`src/rtl/wb_regfile_pkg.sv`:
```
// -----------------------------------------------------------------------------
// wb_regfile_pkg
// Shared definitions for the write-back stage and register file:
//   - DW          : datapath width
//   - REG_ZERO    : index of the hardwired-zero register
//   - ls_e        : load-type encodings carried on LsW
// -----------------------------------------------------------------------------
package wb_regfile_pkg;

    localparam int DW = 32;

    localparam logic [4:0] REG_ZERO = 5'd0;

    typedef enum logic [2:0] {
        LS_LW  = 3'b000,
        LS_LB  = 3'b001,
        LS_LBU = 3'b010,
        LS_LH  = 3'b011,
        LS_LHU = 3'b100
    } ls_e;

endpackage : wb_regfile_pkg

```
`src/rtl/wb_regfile_load_ext.sv`:
```
// -----------------------------------------------------------------------------
// load_ext
// Combinational load-data extractor. Picks the addressed byte/half out of the
// raw word-aligned memory word and sign- or zero-extends it. It also flags a
// misaligned access. The caller decides whether the flag matters.
//
// Ports:
//   mem_data  in   DW  raw word from data memory
//   off       in   2   byte offset within the word (address bits 1:0)
//   ls        in   3   load type (ls_e encoding; reserved codes act as lw)
//   data      out  DW  extracted and extended load value
//   misalign  out  1   lw with off != 0, or lh/lhu with odd off
// -----------------------------------------------------------------------------
module load_ext
    import wb_regfile_pkg::*;
(
    input  logic [DW-1:0] mem_data,
    input  logic [1:0]    off,
    input  logic [2:0]    ls,
    output logic [DW-1:0] data,
    output logic          misalign
);

    logic [DW-1:0] shifted;
    logic [7:0]    byte_val;
    logic [15:0]   half_val;

    // Byte 0 sits in bits 7:0, so shifting right by 8*off brings the addressed
    // byte down to the bottom of the word.
    assign shifted  = mem_data >> {off, 3'b000};
    assign byte_val = shifted[7:0];
    assign half_val = off[1] ? mem_data[31:16] : mem_data[15:0];

    always_comb begin
        // NOTE: every output gets a default first so no path leaves it unassigned (no latch).
        data     = mem_data;
        misalign = 1'b0;
        case (ls_e'(ls))
            LS_LB:   data = {{(DW-8){byte_val[7]}}, byte_val};
            LS_LBU:  data = {{(DW-8){1'b0}}, byte_val};
            LS_LH: begin
                data     = {{(DW-16){half_val[15]}}, half_val};
                misalign = off[0];
            end
            LS_LHU: begin
                data     = {{(DW-16){1'b0}}, half_val};
                misalign = off[0];
            end
            // lw and every reserved encoding: the full word, which must be aligned.
            default: begin
                data     = mem_data;
                misalign = (off != 2'b00);
            end
        endcase
    end

endmodule : load_ext

```
`src/rtl/wb_regfile.sv`:
```
// -----------------------------------------------------------------------------
// wb_regfile
// Write-back stage plus the general register file. It selects the write-back
// value, either the ALU result or the extracted load data. It commits that value
// into the register file, counts committed writes, and latches a sticky fault
// on misaligned loads. Two combinational read ports serve decode. Each port
// bypasses the write being committed this cycle.
//
// Ports:
//   Clk          in   1     pipeline clock, rising edge
//   Reset        in   1     asynchronous active-high reset
//   RegWriteW    in   1     write enable from MEM/WB
//   MemtoRegW    in   1     1 = load data, 0 = ALU result
//   MemDataW     in   DW    raw memory word
//   ALUResultW   in   DW    ALU result / load byte address
//   RegisterRdW  in   5     destination register
//   LsW          in   3     load type
//   RA1, RA2     in   5     decode read addresses
//   RD1, RD2     out  DW    decode read data
//   WBData       out  DW    write-back value (forwarding source)
//   WBWriteEn    out  1     effective write enable
//   AlignFault   out  1     sticky misaligned-load flag
//   WriteCount   out  CNTW  committed register writes, wraps
// -----------------------------------------------------------------------------
module wb_regfile #(
    parameter int NREG = 32,
    parameter int DW   = wb_regfile_pkg::DW,
    parameter int CNTW = 32
) (
    input  logic            Clk,
    input  logic            Reset,
    input  logic            RegWriteW,
    input  logic            MemtoRegW,
    input  logic [DW-1:0]   MemDataW,
    input  logic [DW-1:0]   ALUResultW,
    input  logic [4:0]      RegisterRdW,
    input  logic [2:0]      LsW,
    input  logic [4:0]      RA1,
    input  logic [4:0]      RA2,
    output logic [DW-1:0]   RD1,
    output logic [DW-1:0]   RD2,
    output logic [DW-1:0]   WBData,
    output logic            WBWriteEn,
    output logic            AlignFault,
    output logic [CNTW-1:0] WriteCount
);

    import wb_regfile_pkg::*;

    logic [DW-1:0] regs [NREG];
    logic [DW-1:0] load_data;
    logic          misalign;
    logic          fault;

    load_ext u_load_ext (
        .mem_data (MemDataW),
        .off      (ALUResultW[1:0]),
        .ls       (LsW),
        .data     (load_data),
        .misalign (misalign)
    );

    // Misalignment only counts for a real load that would write a register.
    assign fault     = RegWriteW & MemtoRegW & misalign;
    assign WBData    = MemtoRegW ? load_data : ALUResultW;
    assign WBWriteEn = RegWriteW & (RegisterRdW != REG_ZERO) & ~fault;

    // Register 0 reads as zero regardless of array contents. The bypass is
    // blocked while Reset is high so reads show the zeroed state.
    assign RD1 = (RA1 == REG_ZERO)                               ? '0     :
                 (WBWriteEn && !Reset && (RA1 == RegisterRdW))   ? WBData :
                                                                   regs[RA1];
    assign RD2 = (RA2 == REG_ZERO)                               ? '0     :
                 (WBWriteEn && !Reset && (RA2 == RegisterRdW))   ? WBData :
                                                                   regs[RA2];

    // NOTE: the array is reset explicitly because registers must read zero right after Reset.
    always_ff @(posedge Clk or posedge Reset) begin
        if (Reset) begin
            for (int i = 0; i < NREG; i++) begin
                regs[i] <= '0;
            end
            AlignFault <= 1'b0;
            WriteCount <= '0;
        end else begin
            // NOTE: non-blocking assignments keep every state update on the same edge snapshot.
            if (WBWriteEn) begin
                regs[RegisterRdW] <= WBData;
                WriteCount        <= WriteCount + CNTW'(1);
            end
            if (fault) begin
                AlignFault <= 1'b1;
            end
        end
    end

endmodule : wb_regfile

```
`config.mk`:
```
export PLATFORM = sky130hd
export DESIGN_NAME = wb_regfile
export DESIGN_NICKNAME = d
export VERILOG_FILES = /design/src/rtl/wb_regfile_pkg.sv /design/src/rtl/wb_regfile_load_ext.sv /design/src/rtl/wb_regfile.sv
export SDC_FILE = /design/constraint.sdc
export NUM_CORES = 2
export LEC_CHECK = 0
export CORE_MARGIN = 8
export CORE_UTILIZATION = 39
export CTS_CLUSTER_SIZE = 40
export DETAILED_ROUTE_END_ITERATION = 6
export PLACE_DENSITY = 0.68
export SLEW_MARGIN = 20
export SYNTH_ARGS = -nofsm -noshare
export SYNTH_HDL_FRONTEND = slang
export SYNTH_SLANG_ARGS = --single-unit
```
`constraint.sdc`:
```
create_clock -name Clk -period 30 [get_ports Clk]
set_input_delay 3 -clock Clk [delete_from_list [all_inputs] [get_ports Clk]]
set_output_delay 3 -clock Clk [all_outputs]
set_load 0.005 [all_outputs]
```
==> out/summary.md <==
The global-route usage over all layers came out at 24.11%. For the number of placement rows, the log shows 139. The clock arrives with 32.55 ps of skew. The logs give 39.21% for the effective utilization at floorplan and 43,710 for the number of vias in the routed layout. After the first detailed-routing iteration, the DRC count stood at 5,234. Counting flops with a built-in enable in the synthesized netlist gives 0. The final non-filler cell area is 63,310 um2. The logs give 13,140 for the total of fill cells in the finished design and 43,290 for the via count of the first global-routing pass. Hold repair after CTS inserted 0 buffers. Input and output buffers added on the ports amount to 215.

The leakage power is 26.46 nW. In the finished design, the share of the clock period the worst path needs comes to 35.14%. The run gives 19,460 ps as the slack of the critical path. The total design power came out at 4.261 mW. The proportion of synthesized flip-flops having asynchronous set or reset is 100.0%, and the first-pass GRT wire length is 287.8 mm. The maximum number of pins on one net before global-route repair is 148, and the clock slew seen by the registers of the worst setup and hold paths is 60 ps. The mapped netlist covers 56,200 um2. Setup repair after global routing left no endpoint under its margin. The via density per instance was 6.235. Actual slew at the worst max-slew pin: 1171 ps.

Dividing total power by cell area gives a power density of 67.31 nW/um2. The run gives 0 as the final hold violation count. Leaving out filler cells and counting taps, the final layout contains 7,010. The mean cell area of the mapped netlist was 11.00 um2. Among cell families on the critical path, the largest total delay comes from buffers and inverters.

Post-CTS timing repair inserted 0 buffers for setup. The peak per-stage delay on the critical path was 770 ps; the initial antenna violation count was 10. The number of gates resized after CTS was 0.

From synthesis to final layout, the design area changed by 12.67%. The total buffers and inverters traversed by the critical path works out to 5. Timing would allow up to 0.09485 GHz. Startpoint type of the worst setup path: an input pin. Setup total negative slack on the finished layout was measured at 0 ps. The logs give 0 for the number of max-slew violations in the final report and 0 for the overflow left after global routing. The cell count after placement was 6,798; the worst slack after detailed placement was 19,520 ps. The synthesis warning total is 0, and the TritonCTS buffer count is 111. Placeable core area: 143,300 um2.

Setup violations remaining at the end of the flow were counted as 0. For the count of unresolved DRC violations after routing, the log shows 0. In the post-synthesis netlist, the biggest area contributors are sky130_fd_sc_hd__dfrtp_1 (47%), sky130_fd_sc_hd__mux4_2 (19%), sky130_fd_sc_hd__o21ai_0 (7.7%), sky130_fd_sc_hd__nand2_1 (7.0%), sky130_fd_sc_hd__clkbuf_1 (2.2%). Across the run, the number of max-cap violations was 0. Maximum vdd ir drop: 0.05640 mV. The clock drives 1,057 sinks.

The y dimension of the die was 395.6 um; the remaining max-slew budget at the tightest pin was 21.90%. Synthesis produced a netlist with a net count of 5,196. The routed length per instance came out at 27.60 um.

Measured on the finished design, the core utilization comes to 44.18%. The number of search-and-repair iterations in the first detailed-routing pass was 6; the count of unique library cells instantiated by Yosys was 89. From left edge to right edge, the die measures 395.6 um. By count the netlist is led by sky130_fd_sc_hd__dfrtp_1 (1,057), sky130_fd_sc_hd__nand2_1 (1,050), sky130_fd_sc_hd__o21ai_0 (863). The clock passes through at most 3 buffers. The number of standard cells after synthesis came out at 5,109.

The run finished with clean final reports. The maximum level of the CTS H-tree was 3. For this run, the leading register cell type out of synthesis is sky130_fd_sc_hd__dfrtp_1.

TritonCTS built the clock tree. 216 I/O pins were placed. The tools report the placed wire-length estimate after detailed placement as 119.0 mm. The layout cell share with drive strength beyond 1 came out at 18.22%. The largest individual stage delay along the critical path comes from the cell sky130_fd_sc_hd__buf_4.

The post-detailed-routing wire length was 193.5 mm. The post-place instance area was 59,450 um2. Among all cell types in the netlist, the one instantiated most often is sky130_fd_sc_hd__dfrtp_1.

The floorplan step defined a die boundary enclosing 156,500 um2. The critical path goes through clkdlybuf4s50_1 > and2_1 > a211oi_4 > buf_4 > o211ai_4 > buf_16 > or2_2 > buf_4 > o22ai_1 > clkdlybuf4s50_1. The worst path in the final design needs a cycle of 10,540 ps, including I/O delays and setup. The category of the critical setup timing path was in2out.

In this run the biggest area consumer among cell types represents 47.07% of the synthesized area. The sequential share of the synthesized area was 47.07%. At the later pin of the worst-skew pair, clock insertion delay measures 760 ps. The class of the tightest hold or removal check was reg2reg. The maximum fanout along the worst path works out to 36. The flop and latch count out of synthesis was 1,057; the worst hold margin was 397.7 ps.

The biggest area consumer among synthesized cells was sky130_fd_sc_hd__dfrtp_1. The detail route stage leaves a number of antenna-violating nets equal to 0. The required time at the endpoint of the critical path is 27,000 ps, and the number of nets at the end of the flow is 5,096.

The tree is rooted in a sky130_fd_sc_hd__clkbuf_16. The congestion estimate from routability-driven global placement came to 0.8695. The worst setup path is captured at an output pin. The critical path data arrival time came out at 7540 ps.
-- worst paths after layout --
path / from / endpoint / slack, ps / depth (start not counted)
max reg2reg: WriteCount[2] / WriteCount[19] / 27560 / 5
min reg2reg: regs[1020] / regs[1020] / 400 / 0
min: regs[1020] / regs[1020] / 400 / 0
max in group asynchronous: Reset / regs[517] / 22870 / 8
min in group asynchronous: Reset / regs[220] / 3030 / 3
max: LsW[0] / RD1[12] / 19460 / 10
-- power by group --
part | switching (mW) | internal, mW | total (mW)
clock network | 0.609 | 0.845 | 1.45
registers | 0.211 | 1.70 | 1.91
logic | 0.451 | 0.444 | 0.894
-- cell type report --
type,count,area [um2],share of cell area (%)
antenna,4,10.01,0.01581
clock buffer,160,3286,5.189
clock inverter,47,533.0,0.8418
inverter,47,180.2,0.2846
multi-input combinational,3451,27310,43.13
sequential,1057,26450,41.78
tap,1903,2381,3.761
timing repair buffer,341,3164,4.998
-- layout by cell type, fill, tap and decap left out, types with 7 or more instances in the layout --
cell type / n
sky130_fd_sc_hd__a211oi_1: 7
sky130_fd_sc_hd__nand2b_1: 15
sky130_fd_sc_hd__clkbuf_8: 26
sky130_fd_sc_hd__nand2_1: 1050
sky130_fd_sc_hd__nand3_1: 14
sky130_fd_sc_hd__mux4_2: 470
sky130_fd_sc_hd__bufinv_16: 10
sky130_fd_sc_hd__mux2i_1: 74
sky130_fd_sc_hd__nor2_1: 82
sky130_fd_sc_hd__mux2_2: 48
sky130_fd_sc_hd__xor2_1: 19
sky130_fd_sc_hd__a32oi_1: 32
sky130_fd_sc_hd__clkinv_2: 25
sky130_fd_sc_hd__and2_1: 9
sky130_fd_sc_hd__a22oi_1: 72
sky130_fd_sc_hd__o221ai_1: 18
sky130_fd_sc_hd__clkbuf_16: 114
sky130_fd_sc_hd__a2bb2oi_4: 11
sky130_fd_sc_hd__clkdlybuf4s50_1: 204
sky130_fd_sc_hd__nor3_1: 12
sky130_fd_sc_hd__a21oi_1: 15
sky130_fd_sc_hd__o21ai_0: 862
sky130_fd_sc_hd__nor2b_1: 35
sky130_fd_sc_hd__o22ai_1: 176
sky130_fd_sc_hd__a221o_1: 24
sky130_fd_sc_hd__o2111ai_4: 33
sky130_fd_sc_hd__and3_1: 36
sky130_fd_sc_hd__buf_4: 123
sky130_fd_sc_hd__or3_1: 8
sky130_fd_sc_hd__or4_1: 18
sky130_fd_sc_hd__xnor2_1: 23
sky130_fd_sc_hd__dfrtp_1: 1057
sky130_fd_sc_hd__nand4_1: 10
sky130_fd_sc_hd__clkbuf_1: 20
sky130_fd_sc_hd__o21ai_1: 169
sky130_fd_sc_hd__inv_1: 42
-- registers in the layout (all words and copies together) (netlist names) --
| name | flops |
|---|---|
| regs | 1024 |
| WriteCount | 32 |
| AlignFault | 1 |
-- layer usage --
metal	part of all wire [%]	GRT usage [%]
met1	39	32.66
met2	45	36.26
met3	11	6.613
met4	4.8	10.92
met5	0.021	0
-- kinds of logic (layout without fill, tap and decap cells) --
logic type	count (synthesis)	count (layout)	share of synthesized area, %
adders and majority gates	1	1	0.02226
AOI/OAI and AO/OA	1487	1487	16.55
xor gates and xnor gates	42	42	0.6546
and+or+nand+nor	1329	1329	9.875
DFF	1057	1057	47.07
other	0	4	0
buffers and inverters	601	595	4.714
muxes	592	592	21.12
-- worst register-to-register path: cells and delay by family, from the launching register on --
kind | cells | cell delay, ps
AO/OA/AOI/OAI | 1 | 380
XOR/XNOR | 1 | 130
flip-flops | 1 | 470
AND/OR/NAND/NOR | 3 | 1380
Power figures use the tool's default switching activity.
